--- src/rtl/reg_sel_pkg.sv ---
// Shared definitions for the register select sequencer: sequencer state
// encoding and default geometry of the instruction register fields.
package reg_sel_pkg;

    typedef enum logic [2:0] {
        IDLE   = 3'd0,
        RB_OUT = 3'd1,
        RC_OUT = 3'd2,
        RA_IN  = 3'd3,
        DONE   = 3'd4
    } seq_state_e;

    localparam int DEF_NUM_REGS = 16;
    localparam int DEF_FIELD_W  = 4;
    localparam int DEF_IR_W     = 32;
    localparam int DEF_RA_LSB   = 23;
    localparam int DEF_RB_LSB   = 19;
    localparam int DEF_RC_LSB   = 15;
    localparam int DEF_IMM_W    = 18;
    localparam int DEF_DATA_W   = 32;

endpackage

--- src/rtl/onehot_field_decoder.sv ---
// Register field to one-hot enable decoder. The enable only gates the
// one-hot vector; the range flag reflects the field value alone so the
// caller decides when an out-of-range field counts as an error.
module onehot_field_decoder
    import reg_sel_pkg::*;
#(
    parameter int NUM_REGS = DEF_NUM_REGS,
    parameter int FIELD_W  = DEF_FIELD_W
) (
    input  logic [FIELD_W-1:0]  field_i,
    input  logic                en_i,
    output logic [NUM_REGS-1:0] onehot_o,
    output logic                out_of_range_o
);

    // Match the field against every implemented register index.
    always_comb begin
        onehot_o       = {NUM_REGS{1'b0}};
        out_of_range_o = 1'b1;
        for (int i = 0; i < NUM_REGS; i++) begin
            if (field_i == FIELD_W'(i)) begin
                onehot_o[i]    = en_i;
                out_of_range_o = 1'b0;
            end else begin
                onehot_o[i]    = 1'b0;
            end
        end
    end

endmodule

--- src/rtl/reg_select_sequencer.sv ---
// Register select / encode block with a three-phase operand sequencer.
// Latches the IR, decodes Ra/Rb/Rc into one-hot register-file enables,
// driven either by manual control strobes (IDLE only) or by the
// RB_OUT -> RC_OUT -> RA_IN -> DONE sequence, and produces the
// sign-extended C immediate.
// Optional build macro: SEL_R0_WRITE_PROTECT_EN (R0 never written; any
// write attempt to R0 raises sel_err).
module reg_select_sequencer
    import reg_sel_pkg::*;
#(
    parameter int NUM_REGS = DEF_NUM_REGS,
    parameter int FIELD_W  = DEF_FIELD_W,
    parameter int IR_W     = DEF_IR_W,
    parameter int RA_LSB   = DEF_RA_LSB,
    parameter int RB_LSB   = DEF_RB_LSB,
    parameter int RC_LSB   = DEF_RC_LSB,
    parameter int IMM_W    = DEF_IMM_W,
    parameter int DATA_W   = DEF_DATA_W
) (
    input  logic                clk,
    input  logic                clr_n,
    input  logic                ir_load,
    input  logic [IR_W-1:0]     ir_in,
    input  logic                gra,
    input  logic                grb,
    input  logic                grc,
    input  logic                rin,
    input  logic                rout,
    input  logic                ba_out,
    input  logic                seq_start,
    input  logic                bus_ready,
    output logic                seq_busy,
    output logic                seq_done,
    output logic [NUM_REGS-1:0] reg_in,
    output logic [NUM_REGS-1:0] reg_out,
    output logic                r0_zero_out,
    output logic [DATA_W-1:0]   c_sign_ext,
    output logic                sel_err
);

    localparam logic [FIELD_W-1:0] FIELD_ZERO = {FIELD_W{1'b0}};

    seq_state_e state_q, state_d;
    logic [IR_W-1:0] ir_q, ir_d;

    logic [NUM_REGS-1:0] reg_in_q, reg_out_q;
    logic r0_zero_q, r0_zero_d;
    logic sel_err_q, sel_err_d;
    logic seq_busy_q, seq_done_q;

    logic [FIELD_W-1:0] ra_s, rb_s, rc_s, sel_field_s;
    logic [FIELD_W-1:0] in_field_s, out_field_s;
    logic in_en_s, out_en_s, in_chk_s, out_chk_s;
    logic [NUM_REGS-1:0] in_onehot_s, out_onehot_s;
    logic in_oor_s, out_oor_s;
    logic manual_s, any_strobe_s, multi_strobe_s;
    logic load_err_s, rule_err_s;
    logic unused_ir_s;

    // Fields are decoded from the IR value that will be live next cycle,
    // so an IR captured together with seq_start is used by that sequence.
    assign ra_s = ir_d[RA_LSB +: FIELD_W];
    assign rb_s = ir_d[RB_LSB +: FIELD_W];
    assign rc_s = ir_d[RC_LSB +: FIELD_W];

    assign manual_s       = (state_q == IDLE) && !seq_start;
    assign any_strobe_s   = gra | grb | grc;
    assign multi_strobe_s = (gra & grb) | (gra & grc) | (grb & grc);
    assign sel_field_s    = grc ? rc_s : (grb ? rb_s : ra_s);
    assign load_err_s     = ir_load && (state_q != IDLE);

    // IR capture is only honoured while the sequencer is idle.
    always_comb begin
        if (ir_load && (state_q == IDLE)) begin
            ir_d = ir_in;
        end else begin
            ir_d = ir_q;
        end
    end

    // Sequencer next-state: each operand phase waits for bus_ready.
    always_comb begin
        state_d = state_q;
        case (state_q)
            IDLE: begin
                if (seq_start) begin
                    state_d = RB_OUT;
                end else begin
                    state_d = IDLE;
                end
            end
            RB_OUT: begin
                if (bus_ready) begin
                    state_d = RC_OUT;
                end else begin
                    state_d = RB_OUT;
                end
            end
            RC_OUT: begin
                if (bus_ready) begin
                    state_d = RA_IN;
                end else begin
                    state_d = RC_OUT;
                end
            end
            RA_IN: begin
                if (bus_ready) begin
                    state_d = DONE;
                end else begin
                    state_d = RA_IN;
                end
            end
            DONE: begin
                state_d = IDLE;
            end
            default: begin
                state_d = IDLE;
            end
        endcase
    end

    // Enable requests for the next cycle, from either the sequencer phase
    // being entered/held or the manual strobes sampled this edge.
    always_comb begin
        in_field_s  = ra_s;
        out_field_s = rb_s;
        in_en_s     = 1'b0;
        out_en_s    = 1'b0;
        in_chk_s    = 1'b0;
        out_chk_s   = 1'b0;
        r0_zero_d   = 1'b0;
        rule_err_s  = 1'b0;
        case (state_d)
            RB_OUT: begin
                out_field_s = rb_s;
                out_en_s    = 1'b1;
                out_chk_s   = (state_q != RB_OUT);
            end
            RC_OUT: begin
                out_field_s = rc_s;
                out_en_s    = 1'b1;
                out_chk_s   = (state_q != RC_OUT);
            end
            RA_IN: begin
                in_field_s = ra_s;
                in_en_s    = 1'b1;
                in_chk_s   = (state_q != RA_IN);
`ifdef SEL_R0_WRITE_PROTECT_EN
                if (ra_s == FIELD_ZERO) begin
                    in_en_s    = 1'b0;
                    rule_err_s = (state_q != RA_IN);
                end else begin
                    in_en_s    = 1'b1;
                end
`endif
            end
            IDLE: begin
                if (manual_s && any_strobe_s) begin
                    in_field_s  = sel_field_s;
                    out_field_s = sel_field_s;
                    in_chk_s    = 1'b1;
                    out_chk_s   = 1'b1;
                    in_en_s     = rin;
                    rule_err_s  = multi_strobe_s;
                    // ba_out on R0 without rout means "drive zero", not R0.
                    if (ba_out && !rout && (sel_field_s == FIELD_ZERO)) begin
                        out_en_s  = 1'b0;
                        r0_zero_d = 1'b1;
                    end else begin
                        out_en_s  = rout | ba_out;
                    end
`ifdef SEL_R0_WRITE_PROTECT_EN
                    if (rin && (sel_field_s == FIELD_ZERO)) begin
                        in_en_s    = 1'b0;
                        rule_err_s = 1'b1;
                    end else begin
                        in_en_s    = rin;
                    end
`endif
                end else begin
                    in_en_s  = 1'b0;
                    out_en_s = 1'b0;
                end
            end
            DONE: begin
                in_en_s  = 1'b0;
                out_en_s = 1'b0;
            end
            default: begin
                in_en_s  = 1'b0;
                out_en_s = 1'b0;
            end
        endcase
    end

    onehot_field_decoder #(
        .NUM_REGS (NUM_REGS),
        .FIELD_W  (FIELD_W)
    ) u_in_dec (
        .field_i        (in_field_s),
        .en_i           (in_en_s),
        .onehot_o       (in_onehot_s),
        .out_of_range_o (in_oor_s)
    );

    onehot_field_decoder #(
        .NUM_REGS (NUM_REGS),
        .FIELD_W  (FIELD_W)
    ) u_out_dec (
        .field_i        (out_field_s),
        .en_i           (out_en_s),
        .onehot_o       (out_onehot_s),
        .out_of_range_o (out_oor_s)
    );

    assign sel_err_d = load_err_s | rule_err_s
                     | (in_chk_s & in_oor_s) | (out_chk_s & out_oor_s);

    // State and instruction register.
    always_ff @(posedge clk or negedge clr_n) begin
        if (!clr_n) begin
            state_q <= IDLE;
            ir_q    <= {IR_W{1'b0}};
        end else begin
            state_q <= state_d;
            ir_q    <= ir_d;
        end
    end

    // Registered enables and status; reset clears them asynchronously.
    always_ff @(posedge clk or negedge clr_n) begin
        if (!clr_n) begin
            reg_in_q   <= {NUM_REGS{1'b0}};
            reg_out_q  <= {NUM_REGS{1'b0}};
            r0_zero_q  <= 1'b0;
            sel_err_q  <= 1'b0;
            seq_busy_q <= 1'b0;
            seq_done_q <= 1'b0;
        end else begin
            reg_in_q   <= in_onehot_s;
            reg_out_q  <= out_onehot_s;
            r0_zero_q  <= r0_zero_d;
            sel_err_q  <= sel_err_d;
            seq_busy_q <= (state_d != IDLE);
            seq_done_q <= (state_d == DONE);
        end
    end

    assign reg_in      = reg_in_q;
    assign reg_out     = reg_out_q;
    assign r0_zero_out = r0_zero_q;
    assign sel_err     = sel_err_q;
    assign seq_busy    = seq_busy_q;
    assign seq_done    = seq_done_q;
    assign c_sign_ext  = {{(DATA_W-IMM_W){ir_q[IMM_W-1]}}, ir_q[IMM_W-1:0]};

    // Opcode and other bits outside the decoded fields are not used here.
    assign unused_ir_s = ^ir_q;

endmodule

--- config.mk ---
export PLATFORM = sky130hd
export DESIGN_NAME = reg_select_sequencer
export DESIGN_NICKNAME = d
export VERILOG_FILES = /design/src/rtl/reg_sel_pkg.sv /design/src/rtl/onehot_field_decoder.sv /design/src/rtl/reg_select_sequencer.sv
export SDC_FILE = /design/constraint.sdc
export NUM_CORES = 1
export LEC_CHECK = 0
export CORE_AREA = 3 3 122 65
export CTS_BUF_LIST = sky130_fd_sc_hd__clkbuf_8
export DETAILED_ROUTE_END_ITERATION = 12
export DIE_AREA = 0 0 125 68
export HOLD_SLACK_MARGIN = 0.12
export MAX_ROUTING_LAYER = met4
export PLACE_DENSITY = 0.81
export SLEW_MARGIN = 20
export SYNTH_ARGS = -nofsm -noshare
export SYNTH_HDL_FRONTEND = slang
export SYNTH_SLANG_ARGS = --single-unit
--- constraint.sdc ---
create_clock -name clk -period 3.4 [get_ports clk]
set_clock_uncertainty 0.1 [all_clocks]
set_input_delay 0.68 -clock clk [delete_from_list [all_inputs] [get_ports clk]]
set_output_delay 0.68 -clock clk [all_outputs]
set_load 0.01 [all_outputs]
* Yosys cells after proc, flatten, opt, wreduce, memory -nomap -nowiden
Index checks and enable logic that the tools add are counted.
** Storage, ports and cells
- Logic and storage cells :: 167
- Output and inout bits :: 68
- Register bits after elaboration :: 66
** Cells by class
- Equal/unequal tests :: 40
- Bitwise gates (word level) :: 13
- Multiplexer cells :: 89
- Reductions and logical operators :: 16
** Operator list (count)
- $mux 1 :: 75
- $eq 4x4->1 const B :: 16
- $eq 4x3->1 const B :: 8
- $mux 27 :: 1
- $mux 4 :: 5
- $eq 4x2->1 const B :: 4
- $eq 3x2->1 const B :: 4
- $logic_not 4->1 :: 3
- $pmux 3 s4 :: 1
- $eq 4x1->1 const B :: 2
- $or 1x1->1 :: 8
- $pmux 4 s2 :: 1
- $eq 3x1->1 const B :: 2
- $logic_and 1x1->1 :: 6
- $logic_not 3->1 :: 2
- $ne 3x2->1 const B :: 2
- $pmux 1 s2 :: 3
- $reduce_bool 3->1 :: 2
- $and 1x1->1 :: 5
- $eq 3x3->1 const B :: 1
- $mux 3 :: 1
- $ne 3x1->1 const B :: 1
- $pmux 1 s3 :: 1
- $logic_not 1->1 :: 2
- other kinds (2) :: 2

* Longest topological paths before layout
- Depth in word-level cells :: 27
- Depth in mapped cells :: 9
- Gate-level depth less buffers :: 7

* Modules after synthesis
From an unflattened synthesis, not the netlist that was laid out.
** Unflattened totals
- Cell total of the unflattened synthesis :: 257
- Area total of the unflattened synthesis :: 3069.2 µm²
** By module, submodules not included
- reg_select_sequencer :: instances 1, cells each 207, area each 2811.4 µm², sequential area each 1651.6 µm²
- onehot_field_decoder :: instances 2, cells each 25, area each 128.9 µm², sequential area each 0.0 µm²

* Worst setup path before layout
Ideal clock, no wire load.
- Path type :: input to register
- Start :: input port grb
- End :: register reg_out_q[9], in the netlist reg_out[9]
- Data required time :: 3.180 ns
- Library setup time :: 0.120 ns
- Setup slack :: 0.415 ns
- Stages :: 7
- Arrival time :: 2.765 ns
- Cells stage by stage :: clkbuf_1 > mux2_2 > mux4_2 > nand2b_4 > or3_1 > o211ai_2 > and3b_1
** Between the ends
- Word-level cells in the longest chain between the ends :: 8
** RTL lines
- from (decl) :: RTL line reg_select_sequencer.sv:25 : input logic grb,
- $mux 4 (2 in series) :: RTL line reg_select_sequencer.sv:69 : assign sel_field_s = grc ? rc_s : (grb ? rb_s : ra_s);
- $logic_not 4->1 :: RTL line reg_select_sequencer.sv:166 : if (ba_out && !rout && (sel_field_s == FIELD_ZERO)) begin
- $logic_and 1x1->1 :: RTL line reg_select_sequencer.sv:166
- $mux 1 :: RTL line reg_select_sequencer.sv:166
- $mux 1 :: RTL line reg_select_sequencer.sv:158 : if (manual_s && any_strobe_s) begin
- $pmux 1 s2 :: RTL line reg_select_sequencer.sv:133 : case (state_d)
- $mux 1 (*) :: RTL line onehot_field_decoder.sv:21 : if (field_i == FIELD_W'(i)) begin
- named net out_onehot_s[9] :: RTL line reg_select_sequencer.sv:54 : logic [NUM_REGS-1:0] in_onehot_s, out_onehot_s;
- to (signal assigned) :: RTL line reg_select_sequencer.sv:234 : reg_out_q <= {NUM_REGS{1'b0}};
- to (signal assigned) :: RTL line reg_select_sequencer.sv:241 : reg_out_q <= out_onehot_s;
- to (decl) :: RTL line reg_select_sequencer.sv:46 : logic [NUM_REGS-1:0] reg_in_q, reg_out_q;
The timed path passes the listed nets; every way through them passes the cells marked *.
A chain may end at the register's enable or synchronous reset.

* Worst setup path after layout
- Start :: input port ir_load
- End :: register reg_in_q[2], in the netlist reg_in[2]
** Between the ends
- Word-level cells in the longest chain between the ends :: 8
** RTL lines
- from (decl) :: RTL line reg_select_sequencer.sv:22 : input logic ir_load,
- $logic_and 1x1->1 (*) :: RTL line reg_select_sequencer.sv:74 : if (ir_load && (state_q == IDLE)) begin
- $mux 27 (*) :: RTL line reg_select_sequencer.sv:74
- named net ir_d[26] :: RTL line reg_select_sequencer.sv:44 : logic [IR_W-1:0] ir_q, ir_d;
- $mux 4 (2 in series) :: RTL line reg_select_sequencer.sv:69
- $mux 4 :: RTL line reg_select_sequencer.sv:158
- $mux 4 (*) :: RTL line reg_select_sequencer.sv:133
- $eq 4x2->1 (*) :: RTL line onehot_field_decoder.sv:21
- $mux 1 (*) :: RTL line onehot_field_decoder.sv:21
- named net in_onehot_s[2] :: RTL line reg_select_sequencer.sv:54
- to (signal assigned) :: RTL line reg_select_sequencer.sv:233 : reg_in_q <= {NUM_REGS{1'b0}};
- to (signal assigned) :: RTL line reg_select_sequencer.sv:240 : reg_in_q <= in_onehot_s;
- to (decl) :: RTL line reg_select_sequencer.sv:46
Marks and branches as above.

==> impl_metrics.json <==
{
  "outcome": "complete, no violations",
  "ys_types": 52,
  "synth_edf_count": 0,
  "h-tree-depth": 3,
  "grt_max_degree": 30,
  "critical-path-slowest-cell": "or4b_1",
  "boundaryPins": 111,
  "netlist_area_um2": 3220,
  "p_int_w": 0.00256,
  "initial_utilization_pct": 47.5,
  "clockBufferDepth": 2,
  "final_common_cell": "clkdlybuf4s50_1",
  "io_buffers": 105,
  "drt_wl_total_um": 7960,
  "syn-num-nets": 336,
  "synth_ff_type": "dfrtp_1",
  "track_usage_pct": 19.9,
  "die-area_um2": 8500,
  "reg2regPathDepth": 9,
  "multi_input_comb_area_um2": 1230,
  "r2r-end": "reg_in[2]$_DFF_PN0_",
  "powerDensity_nw_per_um2": 912,
  "wl_per_cell_um": 16.3,
  "slowest_delay_ns": 0.54,
  "n_fill_cell": 522,
  "fin_setup_tns_ns": 0,
  "finalInstanceArea_um2": 4470,
  "fin_ws_ns": 0.218,
  "cts_buffers": 9,
  "place_ws_ns": -0.162,
  "gr-total-overflow": 0,
  "power_frac_comb_pct": 54.9,
  "nNetsFinal": 435,
  "finalNonFillerCells": 487,
  "dpl-instance-area_um2": 4300,
  "rsz0062_at_grt": "no",
  "grt_pass1_vias": 2637,
  "syn_area_per_cell_um2": 11.0,
  "clk_latency_ns": 0.34,
  "final_cell_mix": "clkdlybuf4s50_1 (104), dfrtp_1 (66), buf_4 (28), nor2_1 (27), mux2_2 (23)",
  "drt_drc_violations_left": 0,
  "num_vias": 2513,
  "met1_length_um": 3440,
  "yosys_register_bits": 66,
  "cts_setup_buffers": 0,
  "cts_root_buffer": "clkbuf_8",
  "post-route-period-util_pct": 93.6,
  "gp_congestion": 0.917,
  "clk_pin_slew_worst_paths_ns": 0.08,
  "dp_cells": 473,
  "final.min_clock_period_ns": 3.18,
  "antenna_found_initial": 0,
  "row_count": 21,
  "hold_violations": 0,
  "clkSinkCount": 66,
  "arrival_ns": 3.34,
  "hold_class": "primary input to asynchronous set/reset pin",
  "crit_top_cell": "buf_4",
  "diodes": 0,
  "max-vdd-ir-drop_mv": 0.379,
  "max-slew-margin-rel_pct": 54.6,
  "critPathLaunchType": "primary input",
  "core_area_um2": 6780,
  "dr_wl_met3_um": 599,
  "regToRegSetupSlack_ns": 0.36,
  "cts_resized": 0,
  "cts_tree": "done",
  "die_y_um": 68,
  "yosys_warnings": 0,
  "synthArstFlopShare_pct": 100,
  "synthToLayoutAreaGrowth_pct": 38.9,
  "worst-setup-path-type": "primary input to flop",
  "hold_buffers": 0,
  "p_leak_nw": 1.98,
  "fmax_mhz": 314,
  "crit_start": "ir_load",
  "end_kind": "flop",
  "regArea_um2": 1650,
  "met2_length_um": 3860,
  "crit_path_end": "reg_in[2]$_DFF_PN0_",
  "drt_first_iter_violations": 145,
  "power_switching_w": 0.00151,
  "slew_violations": 0,
  "dp.final_hpwl_um": 6060,
  "synth.yosys.seq_area_share_pct": 51.3,
  "crit_fanout": 9,
  "drtAntennaViolNets": 0,
  "viasPerCell": 5.16,
  "postSynthCellCount": 293,
  "drive_above_1_share_pct": 18.7,
  "worstMarginPinSlew_ns": 0.681,
  "firstDrtPassIters": 4,
  "required_ns": 3.56,
  "final-setup-viol-count": 0,
  "pwr-share-clk_pct": 14.7,
  "switching_share_pct": 37.1,
  "maxCapViolCount": 0,
  "grt_pass1_wl_um": 12800,
  "routed.top_layer": "met4",
  "pwr-share-seq_pct": 30.4,
  "die_w_um": 125,
  "reg2reg_from": "state_q[0]$_DFF_PN0_",
  "whs_ns": 0.262,
  "cp_cell_sequence": "clkdlybuf4s50_1 > or4b_1 > buf_4 > mux2i_1 > inv_1 > a22oi_1 > o21ai_0 > buf_4 > o21a_1 > nor2_1"
}
[registers in the layout, indices dropped and copies added (netlist names)]
register / count
seq_busy: 1
ir_q: 27
state_q: 3
reg_in: 16
reg_out: 16
sel_err: 1
r0_zero_out: 1
seq_done: 1
[per-layer routing]
metal / global-route usage [%] / vias to the layer above
met5: - / -
met4: 7.30 / 0
met3: 6.31 / 5
met2: 32.1 / 81
met1: 24.2 / 1229
li1: - / 1198
[cell families after synthesis]
family / Yosys count / synth area share [%]
AO/OA/AOI/OAI: 38 / 8.78
adder cells (fa/ha/maj): 1 / 0.311
buffers and inverters: 57 / 10.6
flip-flops: 66 / 51.3
multiplexers: 37 / 13.2
AND/OR/NAND/NOR: 94 / 15.9
[worst max-delay path: cells and delay by family]
family,cells,cell delay (ns)
simple gates,2,0.66
compound gates,3,0.69
buf+inv,4,1.03
mux,1,0.28
[power by group through the flow]
stage / logic (W) / clock network [W] / registers, W
floorplan: 0.00139 / 0 / 0.00125
global placement: 0.00218 / 0 / 0.00123
detailed placement: 0.00224 / 0 / 0.00125
CTS: 0.00225 / 0.000616 / 0.00124
global route: 0.00243 / 0.000648 / 0.00128
finish: 0.00224 / 0.000598 / 0.00124
[area by class of cell]
cell class	count	share of cell area [%]
sequential	66	36.9
timing repair buffer	133	28.1
multi-input combinational	170	27.5
clock buffer	12	3.69
tap	92	2.57
inverter	12	1.01
clock inverter	2	0.280
[worst min path at each step]
stage | from | end | slack [ns] | cells past startpoint
detailed placement | ir_q[13]$_DFFE_PN0N_ | ir_q[13]$_DFFE_PN0N_ | 0.40 | 1
CTS | clr_n | seq_done$_DFF_PN0_ | 0.26 | 1
global route | clr_n | seq_done$_DFF_PN0_ | 0.30 | 1
global placement | ir_q[7]$_DFFE_PN0N_ | ir_q[7]$_DFFE_PN0N_ | 0.39 | 1
finish | clr_n | seq_done$_DFF_PN0_ | 0.26 | 1
floorplan | clr_n | ir_q[0]$_DFFE_PN0N_ | 0.28 | 0
[through the flow]
step                total power, W  util (%)
finish                     0.00408      66.0
global route               0.00436      66.0
CTS                        0.00411      66.0
detailed placement         0.00349      63.4
global placement           0.00340      63.4
floorplan                  0.00264         -
[synth_stat cells, types with 3 or more instances]
cell type	count	area share (%)
a21oi_1	5	0.78
or3_1	4	0.78
a31oi_1	3	0.58
nand3_1	8	1.2
inv_1	12	1.4
mux2_2	23	8.0
dfrtp_1	66	51
buf_4	33	7.7
o21ai_0	4	0.62
nand2_1	12	1.4
a211oi_1	4	0.93
nor2_1	27	3.1
mux2i_1	12	3.7
clkbuf_1	8	0.93
nand2b_1	3	0.58
nor3b_1	9	2.1
buf_2	3	0.47
and3b_1	4	1.1
nor3_1	12	1.9
Note: power is estimated with default switching activity, not from simulation.
